**src/rtl/vx_tcu_drl_pack_f8_if.sv**
```systemverilog
// Stream interface for the FP32 -> FP8/BF8 result packer.
//   in_*  : beat channel, N FP32 lanes per beat, lane 0 in the LSBs,
//           in_fmt selects the encoding, in_last closes a tile.
//   out_* : packed 32-bit word channel, earliest byte in [7:0],
//           out_last marks the word carrying the tile's final element.
// master drives beats and out_ready; slave is the packer.
interface vx_tcu_drl_pack_f8_if #(
    parameter int N = 2
);
    logic            in_valid;
    logic            in_ready;
    logic [32*N-1:0] in_data;
    logic [2:0]      in_fmt;
    logic            in_last;
    logic            out_valid;
    logic            out_ready;
    logic [31:0]     out_data;
    logic            out_last;

    modport master (
        output in_valid, in_data, in_fmt, in_last, out_ready,
        input  in_ready, out_valid, out_data, out_last
    );

    modport slave (
        input  in_valid, in_data, in_fmt, in_last, out_ready,
        output in_ready, out_valid, out_data, out_last
    );
endinterface

```
**src/rtl/vx_tcu_drl_pack_f8.sv**
```systemverilog
// Streaming FP32 -> OCP E4M3 (FP8) / E5M2 (BF8) encoder and byte packer.
//   clk, reset_n   : clock, synchronous active-low reset
//   bus (slave)    : beat input and packed-word output (see interface)
//   flag_overflow  : sticky, a value saturated / became Inf
//   flag_underflow : sticky, a tiny result lost precision
//   flag_inexact   : sticky, nonzero bits were discarded
// Pipeline: convert -> S1 register -> accumulate word -> output register.
// A beat that completes a word reaches out_valid two edges after acceptance.
// The interface N must match the module N.
module vx_tcu_drl_pack_f8 #(
    parameter int         N       = 2,
    parameter logic [2:0] BF8_FMT = 3'd2
) (
    input  logic                 clk,
    input  logic                 reset_n,
    vx_tcu_drl_pack_f8_if.slave  bus,
    output logic                 flag_overflow,
    output logic                 flag_underflow,
    output logic                 flag_inexact
);

    typedef struct packed {
        logic [7:0] b;
        logic       ovf;
        logic       unf;
        logic       inx;
    } cvt_t;

    localparam logic [1:0] CNT_STEP = 2'(N % 4);

    function automatic logic tcu_fmt_is_bfloat(input logic [2:0] fmt);
        return fmt == BF8_FMT;
    endfunction

    // Round-to-nearest-even conversion of one FP32 value.
    // The result code is built as ((te-1) << M) + (significand >> shift):
    // the hidden bit lands in the exponent field, so a mantissa carry or a
    // subnormal rounding up to the minimum normal falls out naturally.
    function automatic cvt_t cvt_fp8(input logic [31:0] x, input logic bf);
        cvt_t              r;
        logic              s;
        logic [7:0]        e;
        logic signed [9:0] te;
        logic [9:0]        extra;
        logic [9:0]        ts_full;
        logic [5:0]        ts;
        logic [55:0]       ext;
        logic [23:0]       base;
        logic [23:0]       code;
        logic              rnd;
        logic              sticky;
        logic              inc;
        s = x[31];
        e = x[30:23];
        r = '0;
        if (e == 8'hff) begin
            if (x[22:0] != 23'd0) begin
                r.b = {s, 7'h7f};
            end else if (bf) begin
                r.b = {s, 7'h7c};
            end else begin
                r.b   = {s, 7'h7e};
                r.ovf = 1'b1;
            end
        end else if (e == 8'd0) begin
            // FP32 subnormals are far below either target's minimum
            r.b   = {s, 7'h00};
            r.unf = (x[22:0] != 23'd0);
            r.inx = (x[22:0] != 23'd0);
        end else begin
            te      = $signed({2'b00, e}) - 10'sd127 + (bf ? 10'sd15 : 10'sd7);
            extra   = (te < 10'sd1) ? $unsigned(10'sd1 - te) : 10'd0;
            ts_full = (bf ? 10'd21 : 10'd20) + extra;
            // beyond 26 every bit is sticky; clamping keeps the shifter small
            ts      = (ts_full > 10'd26) ? 6'd26 : ts_full[5:0];
            ext     = {1'b1, x[22:0], 32'd0} >> ts;
            rnd     = ext[31];
            sticky  = |ext[30:0];
            inc     = rnd & (sticky | ext[32]);
            base    = (te < 10'sd1) ? 24'd0
                                    : (24'($unsigned(te - 10'sd1)) << (bf ? 2 : 3));
            code    = base + ext[55:32] + {23'd0, inc};
            r.inx   = rnd | sticky;
            r.unf   = (te < 10'sd1) && (rnd | sticky);
            if (code > (bf ? 24'd123 : 24'd126)) begin
                r.b   = {s, bf ? 7'h7c : 7'h7e};
                r.ovf = 1'b1;
                r.inx = 1'b1;
            end else begin
                r.b = {s, code[6:0]};
            end
        end
        return r;
    endfunction

    logic           is_bf;
    cvt_t           lane_cvt [N];
    logic [8*N-1:0] cvt_bytes;
    logic           cvt_ovf;
    logic           cvt_unf;
    logic           cvt_inx;

    assign is_bf = tcu_fmt_is_bfloat(bus.in_fmt);

    for (genvar i = 0; i < N; i++) begin : g_lane
        assign lane_cvt[i] = cvt_fp8(bus.in_data[32*i +: 32], is_bf);
    end

    always_comb begin
        cvt_bytes = '0;
        cvt_ovf   = 1'b0;
        cvt_unf   = 1'b0;
        cvt_inx   = 1'b0;
        for (int i = 0; i < N; i++) begin
            cvt_bytes[8*i +: 8] = lane_cvt[i].b;
            cvt_ovf = cvt_ovf | lane_cvt[i].ovf;
            cvt_unf = cvt_unf | lane_cvt[i].unf;
            cvt_inx = cvt_inx | lane_cvt[i].inx;
        end
    end

    logic           s1_valid;
    logic [8*N-1:0] s1_bytes;
    logic           s1_last;
    logic           s1_ovf;
    logic           s1_unf;
    logic           s1_inx;

    logic [31:0]    acc_word;
    logic [1:0]     cnt;
    logic           acc_full;
    logic           acc_last;

    logic           o_adv;
    logic           s1_adv;
    logic [1:0]     cnt_next;
    logic [31:0]    merged;
    logic           word_done;

    // A completed word waits in acc until the output register frees up;
    // S1 may enter acc on the same edge that word moves out.
    always_comb begin
        o_adv     = acc_full && (!bus.out_valid || bus.out_ready);
        s1_adv    = s1_valid && (!acc_full || o_adv);
        cnt_next  = cnt + CNT_STEP;
        merged    = (acc_full ? 32'd0 : acc_word) | (32'(s1_bytes) << {cnt, 3'b000});
        word_done = (cnt_next == 2'd0) || s1_last;
    end

    assign bus.in_ready = !s1_valid || s1_adv;

    always_ff @(posedge clk) begin
        if (!reset_n) begin
            s1_valid       <= 1'b0;
            s1_bytes       <= '0;
            s1_last        <= 1'b0;
            s1_ovf         <= 1'b0;
            s1_unf         <= 1'b0;
            s1_inx         <= 1'b0;
            acc_word       <= 32'd0;
            cnt            <= 2'd0;
            acc_full       <= 1'b0;
            acc_last       <= 1'b0;
            bus.out_valid  <= 1'b0;
            bus.out_data   <= 32'd0;
            bus.out_last   <= 1'b0;
            flag_overflow  <= 1'b0;
            flag_underflow <= 1'b0;
            flag_inexact   <= 1'b0;
        end else begin
            if (bus.in_valid && bus.in_ready) begin
                s1_valid <= 1'b1;
                s1_bytes <= cvt_bytes;
                s1_last  <= bus.in_last;
                s1_ovf   <= cvt_ovf;
                s1_unf   <= cvt_unf;
                s1_inx   <= cvt_inx;
            end else if (s1_adv) begin
                s1_valid <= 1'b0;
            end

            if (s1_adv) begin
                acc_word       <= merged;
                acc_full       <= word_done;
                acc_last       <= s1_last;
                cnt            <= word_done ? 2'd0 : cnt_next;
                flag_overflow  <= flag_overflow  | s1_ovf;
                flag_underflow <= flag_underflow | s1_unf;
                flag_inexact   <= flag_inexact   | s1_inx;
            end else if (o_adv) begin
                acc_word <= 32'd0;
                acc_full <= 1'b0;
            end

            if (o_adv) begin
                bus.out_valid <= 1'b1;
                bus.out_data  <= acc_word;
                bus.out_last  <= acc_last;
            end else if (bus.out_ready) begin
                bus.out_valid <= 1'b0;
            end
        end
    end

endmodule
```
**src/flat_wrapper.sv**
```systemverilog
// flat-port wrapper written by rule: the top's interface ports become plain ports
module vx_tcu_drl_pack_f8_flat 
#(
    parameter int         N       = 2,
    parameter logic [2:0] BF8_FMT = 3'd2
)
  (clk, reset_n, flag_overflow, flag_underflow, flag_inexact, bus_in_valid, bus_in_data, bus_in_fmt, bus_in_last, bus_out_ready, bus_in_ready, bus_out_valid, bus_out_data, bus_out_last);
  vx_tcu_drl_pack_f8_if #(.N(N)) bus_i ();
  input  logic clk;
  input  logic reset_n;
  output logic flag_overflow;
  output logic flag_underflow;
  output logic flag_inexact;
  input wire logic [$bits(bus_i.in_valid)-1:0] bus_in_valid;
  input wire logic [$bits(bus_i.in_data)-1:0] bus_in_data;
  input wire logic [$bits(bus_i.in_fmt)-1:0] bus_in_fmt;
  input wire logic [$bits(bus_i.in_last)-1:0] bus_in_last;
  input wire logic [$bits(bus_i.out_ready)-1:0] bus_out_ready;
  output wire logic [$bits(bus_i.in_ready)-1:0] bus_in_ready;
  output wire logic [$bits(bus_i.out_valid)-1:0] bus_out_valid;
  output wire logic [$bits(bus_i.out_data)-1:0] bus_out_data;
  output wire logic [$bits(bus_i.out_last)-1:0] bus_out_last;
  assign bus_i.in_valid = bus_in_valid;
  assign bus_i.in_data = bus_in_data;
  assign bus_i.in_fmt = bus_in_fmt;
  assign bus_i.in_last = bus_in_last;
  assign bus_i.out_ready = bus_out_ready;
  assign bus_in_ready = bus_i.in_ready;
  assign bus_out_valid = bus_i.out_valid;
  assign bus_out_data = bus_i.out_data;
  assign bus_out_last = bus_i.out_last;
  vx_tcu_drl_pack_f8 #(.N(N), .BF8_FMT(BF8_FMT)) u_core (.clk(clk), .reset_n(reset_n), .bus(bus_i), .flag_overflow(flag_overflow), .flag_underflow(flag_underflow), .flag_inexact(flag_inexact));
endmodule
```
**config.mk**
```make
export PLATFORM = sky130hd
export DESIGN_NAME = vx_tcu_drl_pack_f8_flat
export DESIGN_NICKNAME = d
export VERILOG_FILES = /design/src/rtl/vx_tcu_drl_pack_f8_if.sv /design/src/rtl/vx_tcu_drl_pack_f8.sv /design/src/flat_wrapper.sv
export SDC_FILE = /design/constraint.sdc
export NUM_CORES = 1
export LEC_CHECK = 0
export CAP_MARGIN = 0
export CORE_ASPECT_RATIO = 2
export CORE_UTILIZATION = 55
export DETAILED_ROUTE_END_ITERATION = 8
export PLACE_DENSITY = 0.83
export SLEW_MARGIN = 40
export SYNTH_ARGS = -nofsm -noshare
export SYNTH_HDL_FRONTEND = slang
export SYNTH_SLANG_ARGS = --single-unit
```
**constraint.sdc**
```tcl
create_clock -name clk -period 22.9 [get_ports clk]
set_input_delay 3.435 -clock clk [delete_from_list [all_inputs] [get_ports clk]]
set_output_delay 3.435 -clock clk [all_outputs]
set_load 0.02 [all_outputs]
```
==> flow_results.org, run 1 <==
** Clock network
- In this run, post-CTS hold repair placed 0 buffers.
- The number of setup buffers added after CTS is 0.
- # clock sinks :: 93
- TritonCTS created 9 clock buffers.
- Counting along the longest clock path gives a buffer depth of 2.
- The H-tree generated during clock tree synthesis spans 3 levels.
- After clock tree synthesis, the repair step resized 0 gates.
- The root buffer cell chosen for the clock tree is clkbuf_16.

** Yosys
- A synthesized cell averages 7.11 um^2.
- Post-synth cell types :: 115
- Sequential-to-total area share from yosys stat :: 15.1%
- Post-Synthesis Cells :: 1732
- The Yosys step of the flow raised 0 warnings.
- Ranked by total cell area, the synthesized netlist is headed by dfxtp_1 15%, nand2_1 6.3%, nor2_1 4.5%.
- In this run the biggest area consumer among cell types represents 15.1% of the synthesized area.
- Synth Flop Type :: dfxtp_1
- Synthesis inferred 93 register bits.
- Synth async-reset ratio :: 0%
- Synthesized netlist net count :: 1847
- Cell taking the most area after synthesis :: dfxtp_1
- Synthesized cell area :: 12300 um^2
- Number of flops mapped to enable cells by yosys :: 0

** Place
- PortBufs :: 109
- Including well taps, the total number of placed cells is 2022.
- Detailed Place HPWL :: 39.4 mm
- Routability congestion estimate from global placement :: 1.08

** Status
- Error message :: [ERROR GRT-0116] Global routing finished with congestion. Check the congestion regions in the DRC Viewer.
- The flow did not finish.
- Progress stopped at 5_1_grt.

** Floorplan
- Once the floorplan was initialized, standard cells occupied 55.8% of the core.
- Die X-Extent :: 108 um
- Measured along the y axis, the die boundary spans 214 um.
- After floorplanning, the core was divided into 77 placement rows.
- Boundary Pins :: 110

** Global routing
- Vias in the first global route :: 15100
- Global routing finished with a remaining overflow of 7.
- Maximum number of pins on one net before global-route repair :: 85
- The first global-routing pass estimated 80.6 mm of wire.
- Global routing consumed, over all layers together, 45.9% of the routing resources.
==> metal layers <==
layer  overflow  GRT usage, %
met3          0          13.7
met2          5          80.9
met5          0             0
met4          2          51.3
met1          0          37.7
==> synthesized netlist by cell type (all sizes together), types with 14 or more instances <==
cell type / instances
a2111oi: 14
a211oi: 41
a21boi: 46
a21o: 17
a21oi: 94
a22oi: 40
a31oi: 32
and2: 31
and3: 15
buf: 53
clkbuf: 68
dfxtp: 93
ha: 43
inv: 46
mux2i: 54
nand2: 209
nand3: 77
nand4: 28
nor2: 153
nor2b: 40
nor3: 71
nor4: 39
o211ai: 31
o21ai: 87
o22ai: 19
or3: 15
xnor2: 40
xor2: 27
==> logic make-up after synthesis <==
logic type / count (synthesis) / synth area share, %
adders and majority gates: 43 / 4.37
AOI/OAI and AO/OA: 563 / 33.3
and+or+nand+nor: 727 / 29.5
xor gates and xnor gates: 71 / 5.77
muxes: 67 / 5.90
buffers and inverters: 168 / 6.01
DFF: 93 / 15.1
==> through the flow <==
step / hold WS (ps) / utilization [%] / setup WS (ps) / instance area (um^2)
after floorplan: 441 / - / 9920 / 12300
after global placement: 452 / 60.7 / 7440 / 13400
after detailed placement: 458 / 60.8 / 7580 / 13400
after CTS: 467 / 62.1 / 7910 / 13700
==> run 2, diff against run 1 <==
Settings changed: CORE_ASPECT_RATIO 2 to not set, CORE_UTILIZATION 55 to 40, PLACE_DENSITY 0.83 to not set, PLACE_DENSITY_LB_ADDON set to 0.15.
==> run 2 against run 1 <==
Against the previous run:
- the run now ends clean
- synthesized cell count unchanged
- synthesized area unchanged
==> flow_results.org, run 2 <==
** Status
- The run finished with clean final reports.

** Yosys
- Summing every instance area after synthesis gives 12300 um^2.
- Number of synthesized register bits :: 93
- Area share of the largest cell type after synthesis :: 15.1%
- Counting every net in the synthesized netlist gives 1847.
- Counting instances in the post-synthesis netlist gives the leading cell types as 207 x nand2_1, 147 x nor2_1, 93 x dfxtp_1.
- By instance count, the leading cell after synthesis is nand2_1.
- Synth warnings :: 0
- Sequential-to-total area share from yosys stat :: 15.1%
- Number of flops mapped to enable cells by yosys :: 0
- The netlist uses 115 different library cells.
- In this run the mean area of a mapped cell was 7.11 um^2.
- Dominant cells by area after synthesis :: dfxtp_1 15%, nand2_1 6.3%, nor2_1 4.5%
- In the synthesized netlist the async set-or-reset flop fraction comes to 0%.
- Post-Synthesis Cells :: 1732
- Synth Flop Type :: dfxtp_1
- The biggest area contributor in the post-synthesis netlist is dfxtp_1.

** Floorplan
- The die covers 31500 um^2.
- Starting Density :: 41.1%
- The core region is 30000 um^2.
- Measured along the y axis, the die boundary spans 177 um.
- Boundary Pins :: 110
- Die X-Extent :: 177 um
- Standard-cell row count :: 63

** Clock network
- The clock passes through at most 2 buffers.
- CTS H-Tree Depth :: 3
- Post-CTS Repair Setup Buffers :: 0
- # clock sinks :: 93
- TritonCTS built the clock tree.
- Counting the buffers created by CTS gives 9.
- Cts-stage hold buffer count :: 0
- Number of gates resized after cts :: 0
- Clock latency on the worst-skew pair, taken at its later pin, is 340 ps.
- After clock tree synthesis, the clock-pin slew on the worst setup and hold paths is 70 ps.
- Root Buffer Master :: clkbuf_16

** Worst setup path
- Kind of start point of the critical path :: primary input
- Largest fanout on the critical path :: 40
- Worst path buffer plus inverter count :: 4
- Data arrives at the worst endpoint at 15540 ps.
- Following the worst setup path forward leads to its endpoint at u_core.s1_bytes[10].
- Startpoint of the most critical register-to-register path :: u_core.bus.out_valid
- Cells on worst reg2reg path :: 7
- STA puts the critical path data required time at 23130 ps.
- Start point of the critical path :: bus_in_data[57]
- The setup check on the worst reg-to-reg path leaves a slack of 20880 ps.
- Cell repeated most along the worst path :: a21oi_1
- Category of the worst setup path capture point :: flop
- The endpoint identified for the worst register-to-register timing path is u_core.s1_inx.
- Count of cell instances traversed by the critical path :: 44
- The cell family contributing the most delay on the critical path is compound AO/OA/AOI/OAI gates.
- The largest individual stage delay along the critical path comes from the cell clkdlybuf4s50_1.
- Worst Path Class, Setup :: primary input to flop
- In this design, the stage delay of the slowest critical-path cell is 780 ps.

** Timing
- The worst path in the final design needs a cycle of 15310 ps, including I/O delays and setup.
- The final number of hold-violating endpoints is 0.
- Setup TNS :: 0 ps
- The max-slew violation count was 0.
- Measured against its own limit, the worst slew margin works out to 43.0%.
- Hold slack final :: 464 ps
- Setup repair after global routing left no endpoint under its margin.
- The clock arrives with 8.24 ps of skew.
- At the pin with the least slew margin, the transition time is 834 ps.
- Endpoints failing setup :: 0
- Crit share post-route :: 66.9%
- Based on the critical path, the design can be clocked at up to 65.3 MHz.

** Finish
- In the final design database the tool counted 1864 nets.
- In the final layout, the registers with the most flip-flops are u_core.acc_word: 32 flops, u_core.bus.out_data: 32 flops, u_core.s1_bytes: 16 flops.
- Fraction of final layout cells with drive strength greater than 1 :: 7.30%
- Relative to the synthesized area, the layout overhead comes to 12.1%.
- Fillers :: 3088
- Leaving out fill and tap cells, the most frequent cell in the layout is nand2_1.
- Antenna Diode Count :: 0
- The top cell types in the final layout, fill and taps aside, are 206 x nand2_1, 147 x nor2_1, 108 x clkdlybuf4s50_1, 93 x dfxtp_1, 92 x a21oi_1.

** Routing
- After detailed routing, the average wire length per cell comes to 19.9 um.
- DRC errors left :: 0
- For this block, the routed nets add up to 42.7 mm of wire.
- The count of nets left with antenna violations once routing finished came out at 0.
- Number of vias per cell after detailed routing :: 6.40
- Initial detailed-routing violation count :: 1534
- The pre-antenna-repair detailed-routing pass consisted of 6 iterations.
- The routed layout has 13700 vias.

** Global routing
- The first global-routing pass estimated 67.8 mm of wire.
- The number of antenna violations at the first check in global routing was 0.
- Vias in the first global route :: 12400
- Entering global routing, the biggest net connects 85 pins.
- Global routing used 26.3% of the available tracks across all layers.
- Leftover overflow at the end of global routing :: 0

** Place
- Routability-driven placement finished with a final weighted congestion of 0.930.
- Buffers placed on the I/O ports in this run total 109.
- Detailed placement ended at an HPWL of 31.9 mm.

** Power and ir drop
- Total power for the finished layout comes to 0.896 mW.
- Static Leakage :: 4.89 nW
- Power per Cell Area :: 64.9 nW/um^2
- VDD IR-drop max :: 0.0420 mV

** Flow run
- Number of violations of the max-capacitance limit :: 0

** Hold path
- The min-delay analysis places its worst path in the category flop to flop.
## run 2: cell counts after synthesis
Identical to the previous run, type by type.
## run 2: layout make-up
type | count | area, um^2 | area share, %
inverters | 47 | 176 | 1.28
clock inverters | 6 | 68.8 | 0.499
clock buffers | 10 | 239 | 1.73
well taps | 390 | 488 | 3.54
repair buffers | 127 | 1220 | 8.85
flip-flops and latches | 93 | 1860 | 13.5
multi-input cells | 1471 | 9750 | 70.6
## run 2: logic make-up (layout without fill, tap and decap cells)
group	Yosys count	after routing	synth area share, %
AND/OR/NAND/NOR	727	727	29.5
AO/OA/AOI/OAI	563	563	33.3
buffers and inverters	168	190	6.01
flip-flops	93	93	15.1
XOR/XNOR	71	71	5.77
multiplexers	67	67	5.90
adder cells (fa/ha/maj)	43	43	4.37
## run 2: metal layers
metal  routed length, um  up-vias  track usage (%)
met4                 702        0             5.24
met2               18700      585             40.8
met3                2900       54             2.04
met5                   0        -                0
li1                    -     6549                -
met1               20400     6528             39.3
## run 2: metrics by stage
step	utilization [%]	instances	worst slack [ps]	area (um^2)
2_1_floorplan	-	1732	9920	12300
3_3_place_gp	45.0	2128	7240	13500
3_5_place_dp	45.0	2128	7450	13500
4_1_cts	46.0	2144	7770	13800
5_1_grt	46.1	2144	6690	13800
6_report	46.1	2144	7590	13800
## run 2: tightest hold or removal path, delay by kind of cell (launching register included)
| family | cells | cell delay [ps] |
|---|---|---|
| AOI/OAI and AO/OA | 1 | 60 |
| and+or+nand+nor | 1 | 40 |
| DFF | 1 | 310 |
## run 2: worst min path at each step
| stage | start | endpoint | depth (start not counted) |
|---|---|---|---|
| 5_1_grt | u_core.bus.out_data[13] | u_core.bus.out_data[13] | 2 |
| 3_3_place_gp | u_core.bus.out_data[31] | u_core.bus.out_data[31] | 2 |
| 3_5_place_dp | u_core.bus.out_last | u_core.bus.out_last | 2 |
| 2_1_floorplan | u_core.acc_last | u_core.bus.out_last | 2 |
| 4_1_cts | u_core.bus.out_last | u_core.bus.out_last | 2 |
| 6_report | u_core.bus.out_data[14] | u_core.bus.out_data[14] | 2 |
## run 2: power by group
| part | leakage [nW] | internal (mW) | switching, mW |
|---|---|---|---|
| combinational | 3.99 | 0.198 | 0.373 |
| clock | 0.149 | 0.0883 | 0.0628 |
| sequential | 0.757 | 0.168 | 0.00600 |
| total | 4.89 | 0.454 | 0.441 |
(Power assumes the default switching activity.)
